==> src/rtl/mem_arbiter.sv <==
// Two-port cache-line arbiter: I-cache refills and D-cache refills/writebacks share
// one word-wide backing memory, one BURST_LEN-beat line transaction at a time.
module mem_arbiter #(
    parameter int DATA_WIDTH = 32,
    parameter int ADDR_WIDTH = 32,
    parameter int BURST_LEN  = 4
) (
    input  logic                  clk,
    input  logic                  rst_n,
    input  logic                  i_req_i,
    input  logic [ADDR_WIDTH-1:0] i_addr_i,
    output logic [DATA_WIDTH-1:0] i_rdata_o,
    output logic                  i_rvalid_o,
    output logic                  i_done_o,
    input  logic                  d_req_i,
    input  logic                  d_we_i,
    input  logic [ADDR_WIDTH-1:0] d_addr_i,
    input  logic [DATA_WIDTH-1:0] d_wdata_i,
    output logic                  d_wnext_o,
    output logic [DATA_WIDTH-1:0] d_rdata_o,
    output logic                  d_rvalid_o,
    output logic                  d_done_o,
    output logic                  mem_req_o,
    output logic                  mem_we_o,
    output logic [ADDR_WIDTH-1:0] mem_addr_o,
    output logic [DATA_WIDTH-1:0] mem_wdata_o,
    input  logic                  mem_ready_i,
    input  logic [DATA_WIDTH-1:0] mem_rdata_i,
    output logic                  cpu_stall_o
);

    localparam int                    BEAT_W    = $clog2(BURST_LEN);
    localparam logic [BEAT_W-1:0]     LAST_BEAT = BEAT_W'(BURST_LEN - 1);
    localparam logic [ADDR_WIDTH-1:0] LINE_MASK = ~(ADDR_WIDTH'(4 * BURST_LEN) - ADDR_WIDTH'(1));
    localparam logic                  OWN_I     = 1'b0;
    localparam logic                  OWN_D     = 1'b1;

    typedef enum logic [1:0] {
        S_IDLE,
        S_BURST,
        S_DONE
    } state_t;

    state_t                r_state;
    logic                  r_owner;
    logic                  r_lg;
    logic                  r_we;
    logic [BEAT_W-1:0]     r_beat;
    logic [ADDR_WIDTH-1:0] r_base;

    logic                  w_grant_d;
    logic                  w_grant_i;
    logic                  w_burst;
    logic                  w_beat_done;
    logic                  w_read_beat;
    logic [ADDR_WIDTH-1:0] w_off;

    // On a tie the port that did not win last time gets the line.
    assign w_grant_d   = d_req_i & (~i_req_i | (r_lg == OWN_I));
    assign w_grant_i   = i_req_i & ~w_grant_d;
    assign w_burst     = (r_state == S_BURST);
    assign w_beat_done = w_burst & mem_ready_i;
    assign w_read_beat = w_beat_done & ~r_we;
    assign w_off       = {{(ADDR_WIDTH - BEAT_W - 2){1'b0}}, r_beat, 2'b00};

    always_ff @(posedge clk or negedge rst_n) begin
        if (!rst_n) begin
            r_state <= S_IDLE;
            r_owner <= OWN_I;
            r_lg    <= OWN_I;
            r_we    <= 1'b0;
            r_beat  <= '0;
            r_base  <= '0;
        end else begin
            case (r_state)
                S_IDLE: begin
                    if (w_grant_d | w_grant_i) begin
                        r_state <= S_BURST;
                        r_owner <= w_grant_d ? OWN_D : OWN_I;
                        r_lg    <= w_grant_d ? OWN_D : OWN_I;
                        r_we    <= w_grant_d & d_we_i;
                        r_beat  <= '0;
                        r_base  <= (w_grant_d ? d_addr_i : i_addr_i) & LINE_MASK;
                    end
                end
                S_BURST: begin
                    if (mem_ready_i) begin
                        if (r_beat == LAST_BEAT) begin
                            r_beat  <= '0;
                            r_state <= S_DONE;
                        end else begin
                            r_beat <= r_beat + BEAT_W'(1);
                        end
                    end
                end
                S_DONE:  r_state <= S_IDLE;
                default: r_state <= S_IDLE;
            endcase
        end
    end

    // Beat-level handshakes are same-cycle with mem_ready_i; everything else decodes state.
    assign mem_req_o   = w_burst;
    assign mem_we_o    = w_burst & r_we;
    assign mem_addr_o  = w_burst ? (r_base | w_off) : '0;
    assign mem_wdata_o = w_burst ? d_wdata_i : '0;

    assign i_rvalid_o  = w_read_beat & (r_owner == OWN_I);
    assign d_rvalid_o  = w_read_beat & (r_owner == OWN_D);
    assign i_rdata_o   = i_rvalid_o ? mem_rdata_i : '0;
    assign d_rdata_o   = d_rvalid_o ? mem_rdata_i : '0;
    assign d_wnext_o   = w_beat_done & r_we;

    assign i_done_o    = (r_state == S_DONE) & (r_owner == OWN_I);
    assign d_done_o    = (r_state == S_DONE) & (r_owner == OWN_D);

    assign cpu_stall_o = rst_n & (i_req_i | d_req_i | (r_state != S_IDLE));

endmodule
==> config.mk <==
export PLATFORM = sky130hd
export DESIGN_NAME = mem_arbiter
export DESIGN_NICKNAME = d
export VERILOG_FILES = /design/src/rtl/mem_arbiter.sv
export SDC_FILE = /design/constraint.sdc
export NUM_CORES = 1
export LEC_CHECK = 0
export ABC_AREA = 1
export BUFFER_PORTS_ARGS = -buffer_cell sky130_fd_sc_hd__buf_2
export CAP_MARGIN = 20
export CORE_AREA = 3 3 103 105
export DETAILED_ROUTE_END_ITERATION = 8
export DIE_AREA = 0 0 106 108
export GPL_ROUTABILITY_DRIVEN = 0
export GPL_TIMING_DRIVEN = 0
export PLACE_DENSITY = 0.63
export SLEW_MARGIN = 40
export SYNTH_ARGS = -nofsm -noshare
export SYNTH_HDL_FRONTEND = slang
export SYNTH_SLANG_ARGS = --single-unit
==> constraint.sdc <==
create_clock -name clk -period 3.59 [get_ports clk]
set_clock_uncertainty 0.15 [all_clocks]
set_input_delay 0.5385 -clock clk [delete_from_list [all_inputs] [get_ports clk]]
set_output_delay 0.5385 -clock clk [all_outputs]
set_load 0.02 [all_outputs]
# == Yosys cells after proc, flatten, opt, wreduce, memory -nomap -nowiden ==
# Cells that the tools add are included.
# word_totals
latch_bits,0
elab_cells,53
output_inout_bits,136
input_bits,134
romBits,0
mem_bits_rw,0
n_memories,0
ff_bits,34
# classes
n_shift,0
bitwise,21
n_mul,0
n_mux,14
eq_ne,6
reduce_logical,6
n_addsub,1
order_cmp,0
div_mod_pow,0
# ops
operator,count
32-bit 2-to-1 mux,5
32-bit by 4-bit OR with 32-bit output,1
1-bit bitwise AND,12
2-bit 2-to-1 mux,6
2-bit one-hot mux with 2 select lines,2
3-bit AND reduction,2
"2-bit == test, second input constant",2
"2-bit inequality test, second input constant",2
1-bit NOT,4
1-bit OR,4
2-bit nonzero test,2
"2-bit by 1-bit adder with 2-bit output, second input constant",1
"2-bit by 1-bit == test with 1-bit output, second input constant",1
2-bit zero test,1
"2-bit by 1-bit inequality test with 1-bit output, second input constant",1
2-bit AND reduction,1
1-bit 2-to-1 mux,1

# == Longest topological paths before layout ==
# logic_depth
word_depth,8
depth_mapped,7
depth_no_buf,6

# == Worst setup path before layout ==
# No wires, ideal clock.
# synth_path
path_kind,input-to-output
start,input port mem_ready_i
end,output port d_rdata_o[13]
stages,5
slack_ps,1646
n_path_buf,1
t_arrival_ps,1256
path_cell_list,nand3_4 > clkinv_2 > nand3_4 > buf_6 > nor2_1
# synth_between
elab_chain_cells,4
# synth_rtl
element,line,source
"start, declared",27,"input logic mem_ready_i,"
1-bit bitwise AND,62,assign w_beat_done = w_burst & mem_ready_i;
1-bit bitwise AND,63,assign w_read_beat = w_beat_done & ~r_we;
1-bit bitwise AND,109,assign d_rvalid_o = w_read_beat & (r_owner == OWN_D);
32-bit 2-to-1 mux,111,assign d_rdata_o = d_rvalid_o ? mem_rdata_i : '0;
"end, declared",20,"output logic [DATA_WIDTH-1:0] d_rdata_o,"
# Every way passes these cells.

# == Worst setup path in the final report ==
# layout_path
start,register r_state[1]
end,output port mem_addr_o[13]
# layout_between
elab_chain_cells,2
# layout_rtl
element,line,source
"start, declared",44,state_t r_state;
"start signal, assigned",68,r_state <= S_IDLE;
"start signal, assigned",78,r_state <= S_BURST;
"start signal, assigned",90,r_state <= S_DONE;
2-bit by 1-bit == test with 1-bit output,61,assign w_burst = (r_state == S_BURST);
32-bit 2-to-1 mux,105,assign mem_addr_o = w_burst ? (r_base | w_off) : '0;
"end, declared",25,"output logic [ADDR_WIDTH-1:0] mem_addr_o,"
# Every way passes these cells.

==> out/qor.csv <==
stage,metric,value,unit
drt,post-route-drc-count,0,
cts,cts_sinks,34,
synthesis,synth.yosys.warnings,0,
synthesis,synth.mux.area_fraction,0,%
global_routing,grt_pass1_vias,3503,
placed_design,dp_hpwl,9.794,mm
drt,routed_wirelength,11.68,mm
drt,postRouteAntennaNets,0,
critical_path,path_max_fanout,10,
drt,post_drt_wl_per_cell,12.55,microns
critical_path,worst_ep_required_time,2.90,ns
synthesis,post_synthesis_register_bit_count,34,
cts,skew_pair_late_insertion_delay,0.28,ns
sta,tns,0,ns
floorplanning,start_util,30.71,%
layout,layout.cells.non_filler,931,
global_routing,global_route.usage.total,19.70,%
critical_path,setup.worst_path.end_class,output port,
global_routing,grt.overflow.total,0,
critical_path,start_kind,register,
floorplanning,dieHeight,108,microns
synthesis,postSynth.asyncResetShare,100.0,%
cts,clk_buf_depth,2,
sta,max_slew.worst_pin.slew,0.5013,ns
cts,tritoncts,yes,
status,status,finished clean,
sta,rsz0062_at_grt,false,
cts,postCtsResizedCells,0,
layout,design.final.nets,929,
layout,fillers,1105,
drt,detail_route.first_pass.iterations,4,
drt,initialDrtViolationCount,177,
sta,relSlewSlack,66.58,%
flow_run,maxCapViolations,0,
power,leakage_power_summed_over_all_cells,3.288,nW
cts,clock_tree.root_cell,clkbuf_8,
synthesis,post_synth.cell_area_avg,5.670,sq um
cts,cts.repair_timing.setup_buffer_count,0,
layout,final_layout_size_suffix_gt1_share,39.12,%
cts,cts.clk_slew.worst_paths,0.07,ns
synthesis,synth_adder_area_share,0.4188,%
synthesis,synth_top_family_by_area,simple AND/OR/NAND/NOR gates,
synthesis,synthXorXnorAreaFrac,0,%
drt,vias_per_cell,4.093,
placed_design,dpl-instance-area,4454,sq um
synthesis,netlist_instances,527,
synthesis,synth_area_leader_cell,dfrtp_1,
synthesis,synth_edf_count,0,
sta,hold-worst-slack,0.05122,ns
power,total_power_after_layout,3.136,mW
drt,route.vias.total,3811,
global_routing,pin_count_of_the_biggest_net_entering_global_routing,36,
synthesis,post_synth_instance_area,2988,sq um
floorplanning,std_cell_rows,36,
global_routing,global_route_wire_length_before_repair,17.82,mm
synthesis,ys_seq_area_share,28.48,%
synthesis,yosys.cell_count.top_type,inv_1,
critical_path,cp_data_arrival_time,1.70,ns
critical_path,path_class,reg2out,
power,pwr_density_cell,688.4,nW/um^2
sta,fmaxAchievable,0.4192,GHz
synthesis,synth_cell_type_count,20,
synthesis,dominantRegCellSynth,dfrtp_1,
hold_path,holdCritPathClass,in2async,
synthesis,netlist.area_leader.share,28.48,%
cts,postCtsHoldBufs,0,
sta,slew_violations,0,
floorplanning,core-area,9729,sq um
sta,timing.final.crit_period,2.386,ns
floorplanning,fp.dieArea,11450,sq um
placed_design,portBuffers,259,
synthesis,post_synth_and_or_nand_nor_area_fraction,42.46,%
synthesis,netlist_top_cells_area,"dfrtp_1, inv_1, nor2_1",
synthesis,post_synth_top_cells,"inv_1, nor2_1, nand2_1, nand3_1, dfrtp_1",
floorplanning,die_x,106,microns
sta,final-hold-violation-count,0,
placed_design,placed_cells_incl_taps,920,
sta,final.period_utilization,66.45,%
sta,setup_violations,0,
synthesis,synth-compound-area-share,0.5863,%
floorplanning,ioPinCount,270,
layout,layout-area-overhead-vs-synth,52.47,%
global_routing,antenna_found_initial,3,
power,vdd_drop_max,0.2872,mV
layout,final_area,4556,sq um
cts,h-tree-depth,2,
cts,cts-buffers-inserted,5,
## per-layer routing
layer	global-route usage (%)	up-vias	part of all wire [%]
met5	0	-	0
met4	7.031	0	2.2
met3	4.597	13	8.1
met2	36.89	166	51
met1	21.78	1634	39
li1	-	1998	-
## worst max-delay path, cell delays in order, from the launching register on
cell	delay (ns)
dfrtp_1	0.39
inv_1	0.18
nand2_1	0.09
buf_2	0.20
buf_2	0.22
nor2_1	0.14
buf_2	0.18
## layout by cell type (no fill, tap or decap)
cell        n
nor2_2     11
nor3_1      2
nand4_1     1
nand2_1    97
o21ai_0     2
buf_4       4
clkinv_2    2
clkbuf_1    3
diode_2     3
buf_1       1
nand3_1    58
nand3_4     3
buf_6      12
a21boi_0    1
dfrtp_1    34
nand2_2     3
buf_2     270
ha_1        1
nor2_1    122
clkbuf_8    6
inv_1     160
conb_1      2
## cells by family (layout without fill, tap and decap cells)
logic type,after synthesis,after routing
adder cells (fa/ha/maj),1,1
flip-flops,34,34
AO/OA/AOI/OAI,3,3
other,1,5
AND/OR/NAND/NOR,297,297
buffers and inverters,191,458
## layout make-up
| type | count | area [sq um] | share of cell area [%] |
|---|---|---|---|
| multi-input cells | 303 | 1306 | 28.67 |
| repair buffers | 259 | 1299 | 28.51 |
| flip-flops and latches | 34 | 850.8 | 18.68 |
| inverters | 161 | 605.6 | 13.29 |
| plain buffers | 30 | 229.0 | 5.026 |
| well taps | 133 | 166.4 | 3.653 |
| clock buffers | 7 | 86.33 | 1.895 |
| diodes | 3 | 7.507 | 0.1648 |
| clock inverters | 1 | 5.005 | 0.1099 |
## registers in the layout (all words and copies together), names as in the netlist
| signal | count |
|---|---|
| r_state | 2 |
| r_base | 28 |
| r_we | 1 |
| r_beat | 2 |
| r_lg | 1 |
## report_power, final
part	switching, mW	internal (mW)	total (mW)	leakage (nW)
clock	0.141	0.155	0.296	0.0482
sequential	0.112	0.569	0.681	0.416
combinational	1.44	0.717	2.16	2.82
## final timing paths
| check | from | endpoint | slack [ns] | cells past startpoint |
|---|---|---|---|---|
| max in group asynchronous | rst_n | r_base[15] | 2.92 | 1 |
| setup reg to reg | r_lg | r_base[13] | 2.04 | 5 |
| hold / removal | rst_n | r_base[7] | 0.05 | 1 |
| hold reg to reg | r_base[24] | r_base[24] | 0.33 | 2 |
| setup / recovery | r_state[1] | mem_addr_o[13] | 1.20 | 6 |
| min in group clk | r_base[24] | r_base[24] | 0.33 | 2 |
## through the flow
| step | util, % | setup WS, ns |
|---|---|---|
| 3_3_place_gp | 45.78 | 1.283 |
| 3_5_place_dp | 45.78 | 1.267 |
| 2_1_floorplan | - | 1.646 |
| 6_report | 46.82 | 1.204 |
| 5_1_grt | 46.82 | 1.084 |
| 4_1_cts | 46.72 | 1.183 |
Power figures use the tool's default switching activity.
